### config.mk
export PLATFORM = sky130hd
export DESIGN_NAME = tl_a_fragment_sequencer
export DESIGN_NICKNAME = d
export VERILOG_FILES = /design/src/rtl/tl_frag_pkg.sv /design/src/rtl/tl_frag_repeater_reg.sv /design/src/rtl/tl_a_fragment_sequencer.sv
export SDC_FILE = /design/constraint.sdc
export NUM_CORES = 1
export LEC_CHECK = 0
export CORE_UTILIZATION = 35
export CTS_BUF_LIST = sky130_fd_sc_hd__clkbuf_8
export DETAILED_ROUTE_END_ITERATION = 6
export HOLD_SLACK_MARGIN = 0.05
export PLACE_DENSITY = 0.63
export SYNTH_ARGS = -nofsm -noshare
export SYNTH_HDL_FRONTEND = slang
export SYNTH_SLANG_ARGS = --single-unit
### constraint.sdc
create_clock -name clock -period 3.1 [get_ports clock]
set_input_delay 0.93 -clock clock [delete_from_list [all_inputs] [get_ports clock]]
set_output_delay 0.93 -clock clock [all_outputs]
set_load 0.03 [all_outputs]
### src/rtl/tl_frag_pkg.sv
// Shared types and helpers for the TileLink-UL A-channel fragment sequencer.
// Beats are fixed at 4 bytes, so masks are always 4 bits wide.
package tl_frag_pkg;

   localparam int BEAT_BYTES = 4;
   localparam int LG_BEAT    = 2;

   localparam int PKG_ADDR_W = 32;
   localparam int PKG_SRC_W  = 4;
   localparam int PKG_SIZE_W = 3;

   typedef enum logic {IDLE, FULL} state_e;

   typedef struct packed {
      logic [2:0]            opcode;
      logic [PKG_SIZE_W-1:0] size;
      logic [PKG_SRC_W-1:0]  source;
      logic [PKG_ADDR_W-1:0] address;
      logic [3:0]            mask;
   } a_req_t;

   // Number of 4-byte beats for a (clamped) log2 byte size.
   function automatic int unsigned nbeats_of(input int unsigned size);
      return (size > LG_BEAT) ? (32'd1 << (size - LG_BEAT)) : 32'd1;
   endfunction

endpackage

### src/rtl/tl_frag_repeater_reg.sv
// Single-entry capture register plus beat counter. The counter stops at the
// captured last index; the parent decides when to leave the FULL state.
module tl_frag_repeater_reg
   import tl_frag_pkg::*;
#(
   parameter int ADDR_W = 32,
   parameter int SRC_W  = 4,
   parameter int SIZE_W = 3,
   parameter int IDX_W  = 4
) (
   input  logic              clock,
   input  logic              reset,
   input  logic              load_i,
   input  logic              adv_i,
   input  logic [2:0]        opcode_i,
   input  logic [SIZE_W-1:0] size_i,
   input  logic [SRC_W-1:0]  source_i,
   input  logic [ADDR_W-1:0] base_i,
   input  logic [3:0]        mask_i,
   input  logic [IDX_W-1:0]  last_idx_i,
   output logic [2:0]        opcode_o,
   output logic [SIZE_W-1:0] size_o,
   output logic [SRC_W-1:0]  source_o,
   output logic [ADDR_W-1:0] base_o,
   output logic [3:0]        mask_o,
   output logic [IDX_W-1:0]  idx_o,
   output logic              multi_o,
   output logic              last_o
);

   logic [2:0]        opcode_q;
   logic [SIZE_W-1:0] size_q;
   logic [SRC_W-1:0]  source_q;
   logic [ADDR_W-1:0] base_q;
   logic [3:0]        mask_q;
   logic [IDX_W-1:0]  idx_q, idx_d;
   logic [IDX_W-1:0]  last_idx_q;

   always_comb begin
      idx_d = idx_q;
      if (load_i)               idx_d = '0;
      else if (adv_i && !last_o) idx_d = idx_q + 1'b1;
   end

   always_ff @(posedge clock or posedge reset) begin
      if (reset) begin
         opcode_q   <= '0;
         size_q     <= '0;
         source_q   <= '0;
         base_q     <= '0;
         mask_q     <= '0;
         last_idx_q <= '0;
         idx_q      <= '0;
      end else begin
         idx_q <= idx_d;
         if (load_i) begin
            opcode_q   <= opcode_i;
            size_q     <= size_i;
            source_q   <= source_i;
            base_q     <= base_i;
            mask_q     <= mask_i;
            last_idx_q <= last_idx_i;
         end
      end
   end

   assign opcode_o = opcode_q;
   assign size_o   = size_q;
   assign source_o = source_q;
   assign base_o   = base_q;
   assign mask_o   = mask_q;
   assign idx_o    = idx_q;
   assign multi_o  = (last_idx_q != '0);
   assign last_o   = (idx_q == last_idx_q);

endmodule

### src/rtl/tl_a_fragment_sequencer.sv
// Repeater + beat sequencer: holds one A-channel request and replays it as
// consecutive 4-byte sub-requests. No bypass; first beat appears one cycle later.
module tl_a_fragment_sequencer
   import tl_frag_pkg::*;
#(
   parameter int ADDR_W   = 32,
   parameter int SRC_W    = 4,
   parameter int SIZE_W   = 3,
   parameter int MAX_SIZE = 6
) (
   input  logic              clock,
   input  logic              reset,
   input  logic              in_valid,
   output logic              in_ready,
   input  logic [2:0]        in_opcode,
   input  logic [SIZE_W-1:0] in_size,
   input  logic [SRC_W-1:0]  in_source,
   input  logic [ADDR_W-1:0] in_address,
   input  logic [3:0]        in_mask,
   output logic              out_valid,
   input  logic              out_ready,
   output logic [2:0]        out_opcode,
   output logic [SIZE_W-1:0] out_size,
   output logic [SRC_W-1:0]  out_source,
   output logic [ADDR_W-1:0] out_address,
   output logic [3:0]        out_mask,
   output logic              out_last,
   output logic              repeater_full,
   output logic              err_mask,
   output logic              err_size
);

   localparam int IDX_W = (MAX_SIZE > LG_BEAT + 1) ? MAX_SIZE - LG_BEAT : 1;

   state_e            state_q, state_d;
   logic              accept, fire;
   logic [SIZE_W-1:0] eff_size;
   logic [ADDR_W-1:0] in_base;
   logic [IDX_W-1:0]  in_last_idx;
   logic              err_mask_q, err_mask_d;
   logic              err_size_q, err_size_d;

   logic [SIZE_W-1:0] size_r;
   logic [ADDR_W-1:0] base_r;
   logic [3:0]        mask_r;
   logic [IDX_W-1:0]  idx_r;
   logic              multi_r;

   assign accept = in_valid & in_ready;
   assign fire   = out_valid & out_ready;

   // Oversized requests are clamped and forwarded as MAX_SIZE bursts.
   assign eff_size    = (in_size > SIZE_W'(MAX_SIZE)) ? SIZE_W'(MAX_SIZE) : in_size;
   assign in_base     = (eff_size > SIZE_W'(LG_BEAT))
                        ? (in_address & ({ADDR_W{1'b1}} << eff_size)) : in_address;
   assign in_last_idx = IDX_W'(nbeats_of(32'(eff_size)) - 32'd1);

   tl_frag_repeater_reg #(
      .ADDR_W (ADDR_W),
      .SRC_W  (SRC_W),
      .SIZE_W (SIZE_W),
      .IDX_W  (IDX_W)
   ) u_rep (
      .clock      (clock),
      .reset      (reset),
      .load_i     (accept),
      .adv_i      (fire),
      .opcode_i   (in_opcode),
      .size_i     (eff_size),
      .source_i   (in_source),
      .base_i     (in_base),
      .mask_i     (in_mask),
      .last_idx_i (in_last_idx),
      .opcode_o   (out_opcode),
      .size_o     (size_r),
      .source_o   (out_source),
      .base_o     (base_r),
      .mask_o     (mask_r),
      .idx_o      (idx_r),
      .multi_o    (multi_r),
      .last_o     (out_last)
   );

   always_ff @(posedge clock or posedge reset) begin
      if (reset) state_q <= IDLE;
      else       state_q <= state_d;
   end

   always_comb begin
      state_d = state_q;
      case (state_q)
         IDLE:    if (accept) state_d = FULL;
         FULL:    if (fire && out_last) state_d = IDLE;
         default: state_d = IDLE;
      endcase
   end

   always_comb begin
      in_ready      = 1'b0;
      out_valid     = 1'b0;
      repeater_full = 1'b0;
      case (state_q)
         IDLE:    in_ready = 1'b1;
         FULL: begin
            out_valid     = 1'b1;
            repeater_full = 1'b1;
         end
         default: ;
      endcase
   end

   assign err_mask_d = err_mask_q | (accept & (in_last_idx != '0) & (in_mask != 4'hf));
   assign err_size_d = err_size_q | (accept & (in_size > SIZE_W'(MAX_SIZE)));

   always_ff @(posedge clock or posedge reset) begin
      if (reset) begin
         err_mask_q <= 1'b0;
         err_size_q <= 1'b0;
      end else begin
         err_mask_q <= err_mask_d;
         err_size_q <= err_size_d;
      end
   end

   assign err_mask    = err_mask_q;
   assign err_size    = err_size_q;
   assign out_size    = (size_r > SIZE_W'(LG_BEAT)) ? SIZE_W'(LG_BEAT) : size_r;
   assign out_address = base_r + ADDR_W'({idx_r, 2'b00});
   // Multi-beat bursts always emit full lanes, regardless of the captured mask.
   assign out_mask    = multi_r ? 4'hf : mask_r;

endmodule

Word level (Yosys, flattened, before mapping) --
Index checks and enable logic that the tools add are counted.
Storage, ports and cells: register bits 57, bits of input ports 50, output and inout port bits 52, logic and storage cells 49
Cells by class: $add $sub $neg 4, $lt $le $gt $ge 4, eq/ne operators 2, shift-type cells 2, multiplexer cells 12, bitwise logic cells 9, reduce and logical (&&, ||, !) cells 6
Operators by type and width (count):
- $add A32 B6 Y32 | 1
- $and A32 B32 Y32 | 1
- $mux W32 | 1
- $shl A1 B32 Y4 const A | 1
- $shl A32 B3 Y32 const A | 1
- $mux W4 | 4
- $gt A3 B2 Y1 const B | 3
- $reduce_bool A4 Y1 | 2
- $mux W3 | 2
- $and A1 B1 Y1 | 5
- $add A4 B1 Y4 const B | 1
- $eq A4 B4 Y1 | 1
- $mux W1 | 4
- $ne A4 B4 Y1 const B | 1
- $sub A3 B2 Y4 const B | 1
- $sub A4 B1 Y4 const B | 1
- $gt A3 B3 Y1 const B | 1
- $logic_and A1 B1 Y1 | 2
- $or A1 B1 Y1 | 2
- $pmux W1 S2 | 1
- $reduce_bool A2 Y1 | 1
- $logic_not A1 Y1 | 1
- $not A1 Y1 | 1

Logic depth before layout (Yosys ltp) --
Gate-level depths: netlist of run 1.
depth after elaboration 10, depth in mapped cells 8, gate-level depth less buffers 7

Modules after synthesis --
Synthesis of run 1 repeated with hierarchy kept, for this count alone.
Second synthesis, totals: cells, all modules 292, area total of the unflattened synthesis 3370.7 µm²
Modules (own cells, without submodules):
- tl_frag_repeater_reg | instances 1, cells each 131, area an instance 2132.0 µm², sequential area each 1351.3 µm²
- tl_a_fragment_sequencer | instances 1, cells each 161, area an instance 1238.7 µm², sequential area each 75.1 µm²

Worst setup path before layout of run 1 --
No wires, ideal clock.
path kind reg-to-output, start point reg u_rep.idx_q[0] (netlist: u_rep.idx_o[0]), end point out out_address[30], arrival time 2164 ps, required time 2170 ps, path slack 6 ps, stages on the path, launching flop included 9, path buffers 1, cells stage by stage dfrtp_1 > ha_1 > inv_1 > fa_1 > nor2b_1 > o31a_1 > buf_2 > nand3_1 > xnor2_1
On the way: cells in the longest elaborated chain, start to end 1
RTL lines:
- start, declared | line tl_frag_repeater_reg.sv:36 | logic [IDX_W-1:0] idx_q, idx_d;
- start signal, assigned | line tl_frag_repeater_reg.sv:55 | idx_q <= idx_d;
- $add A32 B6 Y32 | line tl_a_fragment_sequencer.sv:128 | assign out_address = base_r + ADDR_W'({idx_r, 2'b00});
- end, declared | line tl_a_fragment_sequencer.sv:25 | output logic [ADDR_W-1:0] out_address,
No other way between the ends.

Worst setup path after layout of run 1 --
start point reg u_rep.idx_q[0] (netlist: u_rep.idx_o[0]), end point out out_address[10]
Same word-level chain as after synthesis.

==> key figures, run 1 <==
CTS
  – CTS tree: built
  – Clock buffer count from CTS: 5
  – CTS H-tree lvls: 2
  – Clock Latency Late Sink: 300 ps
  – Clock sinks: 56
  – Clock slew at reported path FFs: 90 ps
  – Hold_buf cts: 0
  – Root Driver: clkbuf_8
  – Max Root-Sink Buffers: 2

Final layout
  – Area growth, synth to finish: 41.80%
  – Inserted Diodes: 0
  – Most common cell after layout, fill and taps aside: nand2_1
  – # fillers: 791
  – Layout cell share with drive strength beyond 1: 14.90%
  – Final non-filler cell area: 4338 µm²
  – FF/Latch Area: 1405 µm²
  – Final nets: 522
  – Most frequent cells in the layout: nand2_1 (127), clkdlybuf4s50_1 (70), dfrtp_1 (53), buf_4 (33), xnor2_1 (27)
  – Area of the multi-input gates: 1584 µm²
  – Post-route insts no fill: 568

Critical path
  – R2r endpoint: state_q$_DFF_PP0_
  – Kind of critical path: flip-flop to output pin
  – CP startpoint kind: flip-flop
  – Critical path peak fanout: 12
  – Reg2Reg Setup Slack: 1350 ps
  – CP required: 2170 ps
  – Worst R2R Path Depth: 5
  – WP data arrival: 2240 ps
  – Crit. End Element: output pin
  – R2r startpoint: u_rep.idx_o[1]$_DFFE_PP0P_

Placement
  – Pre-CTS setup slack: 124.0 ps
  – DP Area: 4126 µm²
  – Routability cong.: 0.8202
  – Final HPWL DP: 5649 µm
  – Inst Count DP: 554
  – PortBufs: 100

Logic synthesis
  – Synthesized Nets: 419
  – Post-synthesis sequential area ratio: 45.81%
  – Synthesized instance count: 360
  – Yosys Warn Count: 0
  – Distinct cells, synth: 39
  – Synthesized area: 3059 µm²
  – Seq cells post-synth: 56
  – Mapped Avg Cell Area: 8.498 µm²

Pwr
  – PwrDens: 962.2 nW/µm²
  – Worst VDD drop: 0.3488 mV
  – Leakage: 0.002015 µW

Timing
  – Pins Over Slew Limit: 0
  – Setup ws final: -73.86 ps
  – Worst Skew: 8.595 ps
  – F_max: 0.3151 GHz
  – WHS: 472.2 ps
  – Final Critical Period: 3174 ps
  – Hold Violations, Final: 0
  – Tcrit/Tclk final: 102.4%
  – Worst Tran Pin Value: 651.5 ps
  – RSZ-0062 raised after global routing: yes
  – Max_slew headroom: 56.50%
  – Setup TNS Final: -399.4 ps
  – Final setup vio count: 12

Worst hold path
  – Hold path depth: 2
  – Hold Path Origin: u_rep.mask_o[2]$_DFFE_PP0P_
  – Hold EP: u_rep.mask_o[2]$_DFFE_PP0P_
  – Worst hold path type: flip-flop to flip-flop

Drt
  – Total wire length: 7903 µm
  – DR WL/cell: 13.91 µm
  – DRC violations left: 0
  – Via count: 2738
  – Initial DRC count: 148
  – DR pass1 iterations: 4
  – Number of routed nets with antenna violations: 0
  – Vias/cell: 4.820

Floorplan
  – Die area: 9118 µm²
  – I/O pins: 102
  – # rows: 33
  – Die Y: 95.49 µm
  – Initial Util: 36.68%
  – Core region area: 8341 µm²
  – Die width: 95.49 µm

Global route
  – Largest net degree at the start of global routing: 35
  – Initial antenna violation count: 0
  – Global-route wire length before repair: 12250 µm
  – Vias in the first global route: 2599
  – Grt total ovfl: 0
  – GRT Total Usage: 17.21%

Run
  – Max_cap viols: 0

Run status
  – Status: complete, but fails checks
  – Violated checks: setup timing
-- cell families after synthesis --
| family | count (synthesis) | synth area share (%) |
|---|---|---|
| buffers and inverters | 31 | 4.662 |
| XOR/XNOR | 33 | 9.448 |
| flip-flops | 56 | 45.81 |
| AO/OA/AOI/OAI | 31 | 6.503 |
| adder cells (fa/ha/maj) | 9 | 3.927 |
| AND/OR/NAND/NOR | 196 | 28.55 |
| multiplexers | 3 | 0.9816 |
| other | 1 | 0.1226 |
-- state kept, by name, indices dropped and copies added, names as in the netlist --
signal	cells
u_rep.base_o	32
u_rep.idx_o	4
u_rep.last_idx_q	4
u_rep.mask_o	4
u_rep.source_o	4
u_rep.opcode_o	3
u_rep.size_o	2
err_mask	1
err_size	1
state_q	1
-- worst max path at each step --
| stage | start | to | slack, ps | cells past startpoint |
|---|---|---|---|---|
| floorplan | u_rep.idx_o[0]$_DFFE_PP0P_ | out_address[30] | 6 | 8 |
| global placement | u_rep.base_o[2]$_DFFE_PP0P_ | out_address[6] | 190 | 7 |
| detailed placement | u_rep.idx_o[1]$_DFFE_PP0P_ | out_address[6] | 120 | 6 |
| CTS | u_rep.idx_o[0]$_DFFE_PP0P_ | out_address[26] | -60 | 9 |
| global route | u_rep.idx_o[0]$_DFFE_PP0P_ | out_address[26] | -220 | 9 |
| finish | u_rep.idx_o[0]$_DFFE_PP0P_ | out_address[10] | -70 | 9 |
-- cells in the mapped netlist, drive strengths merged --
| master | count | share of area (%) |
|---|---|---|
| fa | 1 | 0.65 |
| a31oi | 2 | 0.41 |
| xnor2 | 28 | 8.0 |
| inv | 12 | 1.5 |
| o21ai | 12 | 2.0 |
| nor2 | 14 | 1.7 |
| ha | 8 | 3.3 |
| nor4b | 1 | 0.29 |
| o22ai | 2 | 0.41 |
| dfrtp | 56 | 46 |
| and4 | 1 | 0.33 |
| nand3b | 1 | 0.25 |
| o21a | 1 | 0.25 |
| nor2b | 4 | 0.82 |
| xor2 | 5 | 1.4 |
| nand3 | 15 | 2.5 |
| mux2i | 3 | 0.98 |
| a21oi | 5 | 0.82 |
| o311ai | 2 | 0.57 |
| nand2 | 128 | 16 |
| nor4 | 3 | 0.61 |
| and2 | 2 | 0.41 |
| a31o | 3 | 0.86 |
| nand4 | 14 | 3.1 |
| buf | 8 | 1.8 |
| a211o | 1 | 0.29 |
| o31a | 1 | 0.29 |
| o41a | 1 | 0.37 |
| clkbuf | 11 | 1.3 |
| conb | 1 | 0.12 |
| a22o | 1 | 0.29 |
| and3 | 3 | 0.61 |
| or2 | 2 | 0.41 |
| nand2b | 5 | 1.0 |
| nor3 | 3 | 0.86 |
-- layer usage --
layer,track usage [%],vias to the layer above,share of wire [%]
li1,-,1381,-
met1,22.33,1267,45
met2,29.11,83,48
met3,3.748,7,5.8
met4,4.229,0,1.0
met5,0,-,0
-- timing repair --
item,CTS,global route
gates resized for setup,7,14
setup endpoints to repair,16,21
setup buffers,0,6
cloned,0,1
pin swaps,0,4
-- cell type report --
cell class | count | share of cell area, %
multi-input cells | 273 | 36.52
inverters | 12 | 1.038
flip-flops and latches | 56 | 32.39
well taps | 105 | 3.029
clock buffers | 5 | 1.586
clock inverters | 2 | 0.2019
repair buffers | 115 | 25.24
-- worst max-delay path: stages, from the launching register on --
cell and delay [ps]:
dfrtp_1 370, ha_2 210, inv_2 40, fa_2 350
nor2b_2 150, o31a_1 170, buf_6 170, nand4_1 130
xnor2_1 170, buf_4 180
-- per-stage QoR --
step / total power, µW / utilization (%)
3_3_place_gp: 3699 / 49.47
3_5_place_dp: 3753 / 49.47
2_1_floorplan: 2847 / -
6_report: 4174 / 52.01
4_1_cts: 4104 / 50.45
5_1_grt: 4473 / 52.01
-- report_power, final --
part	switching [µW]	internal, µW
Clock	219	151
Combinational	1380	1020
Sequential	335	1070
Note: power is estimated with default switching activity, not from simulation.
==> run 2, diff against run 1 <==
==> constraint.sdc (replaced) <==
create_clock -name clock -period 3.1 [get_ports clock]
set_input_delay 0.93 -clock clock [delete_from_list [all_inputs] [get_ports clock]]
set_output_delay 0.93 -clock clock [all_outputs]
set_load 0.01 [all_outputs]
==> key figures, run 2 (synthesized netlist as in run 1, its figures left out) <==
Timing
  – Setup ws final: -40.70 ps
  – Final setup vio count: 6
  – Worst Tran Pin Value: 542.2 ps
  – Final Critical Period: 3141 ps
  – Tcrit/Tclk final: 101.3%
  – Max_slew headroom: 63.72%
  – F_max: 0.3184 GHz
  – Pins Over Slew Limit: 0
  – Hold Violations, Final: 0
  – Worst Skew: 12.55 ps
  – RSZ-0062 raised after global routing: yes

Placement
  – Routability cong.: 0.7639
  – Inst Count DP: 561
  – PortBufs: 100
  – DP Area: 4242 µm²
  – Final HPWL DP: 5692 µm

Critical path
  – Reg2Reg Setup Slack: 1350 ps
  – Crit. End Element: output pin
  – CP top delay family: adder cells
  – Cell Chain, Critical Path: ha_2, inv_2, fa_2, nor2b_2, o31a_1, buf_12, buf_6, nand3_2, xnor2_1, buf_2
  – Kind of critical path: flip-flop to output pin
  – CP Launch Point: u_rep.idx_o[0]$_DFFE_PP0P_
  – CP required: 2170 ps
  – WP buf/inv: 4
  – CP max-delay cell: dfrtp_1
  – CP peak stage delay: 370 ps
  – R2r startpoint: u_rep.idx_o[0]$_DFFE_PP0P_
  – WP data arrival: 2210 ps
  – CP startpoint kind: flip-flop
  – Critical path peak fanout: 7

Floorplan
  – Die area: 9118 µm²
  – I/O pins: 102
  – Die Y: 95.49 µm
  – Initial Util: 36.68%
  – Core region area: 8341 µm²
  – # rows: 33
  – Die width: 95.49 µm

Final layout
  – Post-route insts no fill: 575
  – Most frequent cells in the layout: nand2_1 (127), clkdlybuf4s50_1 (72), dfrtp_1 (56), xnor2_1 (28)
  – Area of the multi-input gates: 1614 µm²
  – Final non-filler cell area: 4394 µm²
  – Inserted Diodes: 0
  – Layout cell share with drive strength beyond 1: 16.60%
  – Most common cell after layout, fill and taps aside: nand2_1
  – FF/Latch Area: 1401 µm²
  – Area growth, synth to finish: 43.64%
  – # fillers: 821
  – Final nets: 528
  – Final core occ: 52.69%
  – Max FFs per register: 32

CTS
  – CTS tree: built
  – Clock sinks: 56
  – Clock Latency Late Sink: 310 ps
  – Clock buffer count from CTS: 5
  – Max Root-Sink Buffers: 2
  – CTS H-tree lvls: 2
  – Root Driver: clkbuf_8
  – Clock slew at reported path FFs: 100 ps

Pwr
  – Leakage: 0.002039 µW
  – PwrDens: 847.4 nW/µm²
  – Tot Pwr: 3724 µW
  – Worst VDD drop: 0.3374 mV

Run status
  – Violated checks: setup timing
  – Status: complete, but fails checks

Drt
  – Number of routed nets with antenna violations: 0
  – DRC violations left: 0
  – Vias/cell: 4.838
  – DR WL/cell: 13.71 µm
  – Initial DRC count: 88
  – Via count: 2782
  – DR pass1 iterations: 4
  – Total wire length: 7882 µm

Global route
  – Largest net degree at the start of global routing: 35
  – GRT Total Usage: 18.13%
  – Vias in the first global route: 2760
  – Initial antenna violation count: 0
  – Global-route wire length before repair: 12830 µm
  – Grt total ovfl: 0

Worst hold path
  – Hold Path Origin: u_rep.mask_o[3]$_DFFE_PP0P_
  – Worst hold path type: flip-flop to flip-flop

Run
  – Max_cap viols: 0
[run 2: worst register-to-register path, stage by stage (launching register included)]
cell	delay [ps]
dfrtp_1	400
buf_4	130
buf_4	140
xor2_1	180
o41a_1	500
nand4_1	160
mux2i_1	180
[run 2: area by class of cell]
class,instances,share of cell area [%]
tap,105,2.990
inverter,12,1.025
multi-input combinational,273,36.73
clock buffer,5,1.566
timing repair buffer,121,24.91
clock inverter,3,0.8827
sequential,56,31.89
[run 2: metal layers]
layer  wire, µm  vias up  track usage (%)
li1           -     1392                -
met3        439        6            3.907
met2       3902       68            31.96
met4         79        0            4.851
met1       3459     1316            22.28
met5          0        -                0
[run 2: what timing repair did]
action / in CTS / in global routing
cloned: 2 / 0
hold buffers: 0 / 0
setup endpoints to repair: 28 / 22
pin swaps: 4 / 12
buffers inserted: 4 / 1
gates resized for setup: 78 / 36
[run 2: final timing paths]
path                                           endpoint  depth (start not counted)
max in group asynchronous  u_rep.base_o[26]$_DFFE_PP0P_                          3
setup / recovery                        out_address[16]                         10
min in group asynchronous   u_rep.mask_o[1]$_DFFE_PP0P_                          2
hold / removal              u_rep.mask_o[3]$_DFFE_PP0P_                          2
hold reg to reg             u_rep.mask_o[3]$_DFFE_PP0P_                          2
setup reg to reg             u_rep.idx_o[3]$_DFFE_PP0P_                          6
[run 2: where the power goes]
part	switching, µW	internal [µW]	total (µW)
clock	228	237	465
combinational	889	981	1870
sequential	326	1060	1390
total	1440	2280	3720
[run 2: per-stage QoR]
step | setup TNS [ps] | setup WS [ps] | hold WS [ps]
final | -149.7 | -40.70 | 472.3
after global placement | -179.7 | -46.19 | 449.3
after detailed placement | -628.5 | -94.51 | 454.6
after CTS | -988.5 | -168.2 | 478.0
after floorplan | 0 | 304.1 | 436.9
after global routing | -1404 | -166.7 | 507.8
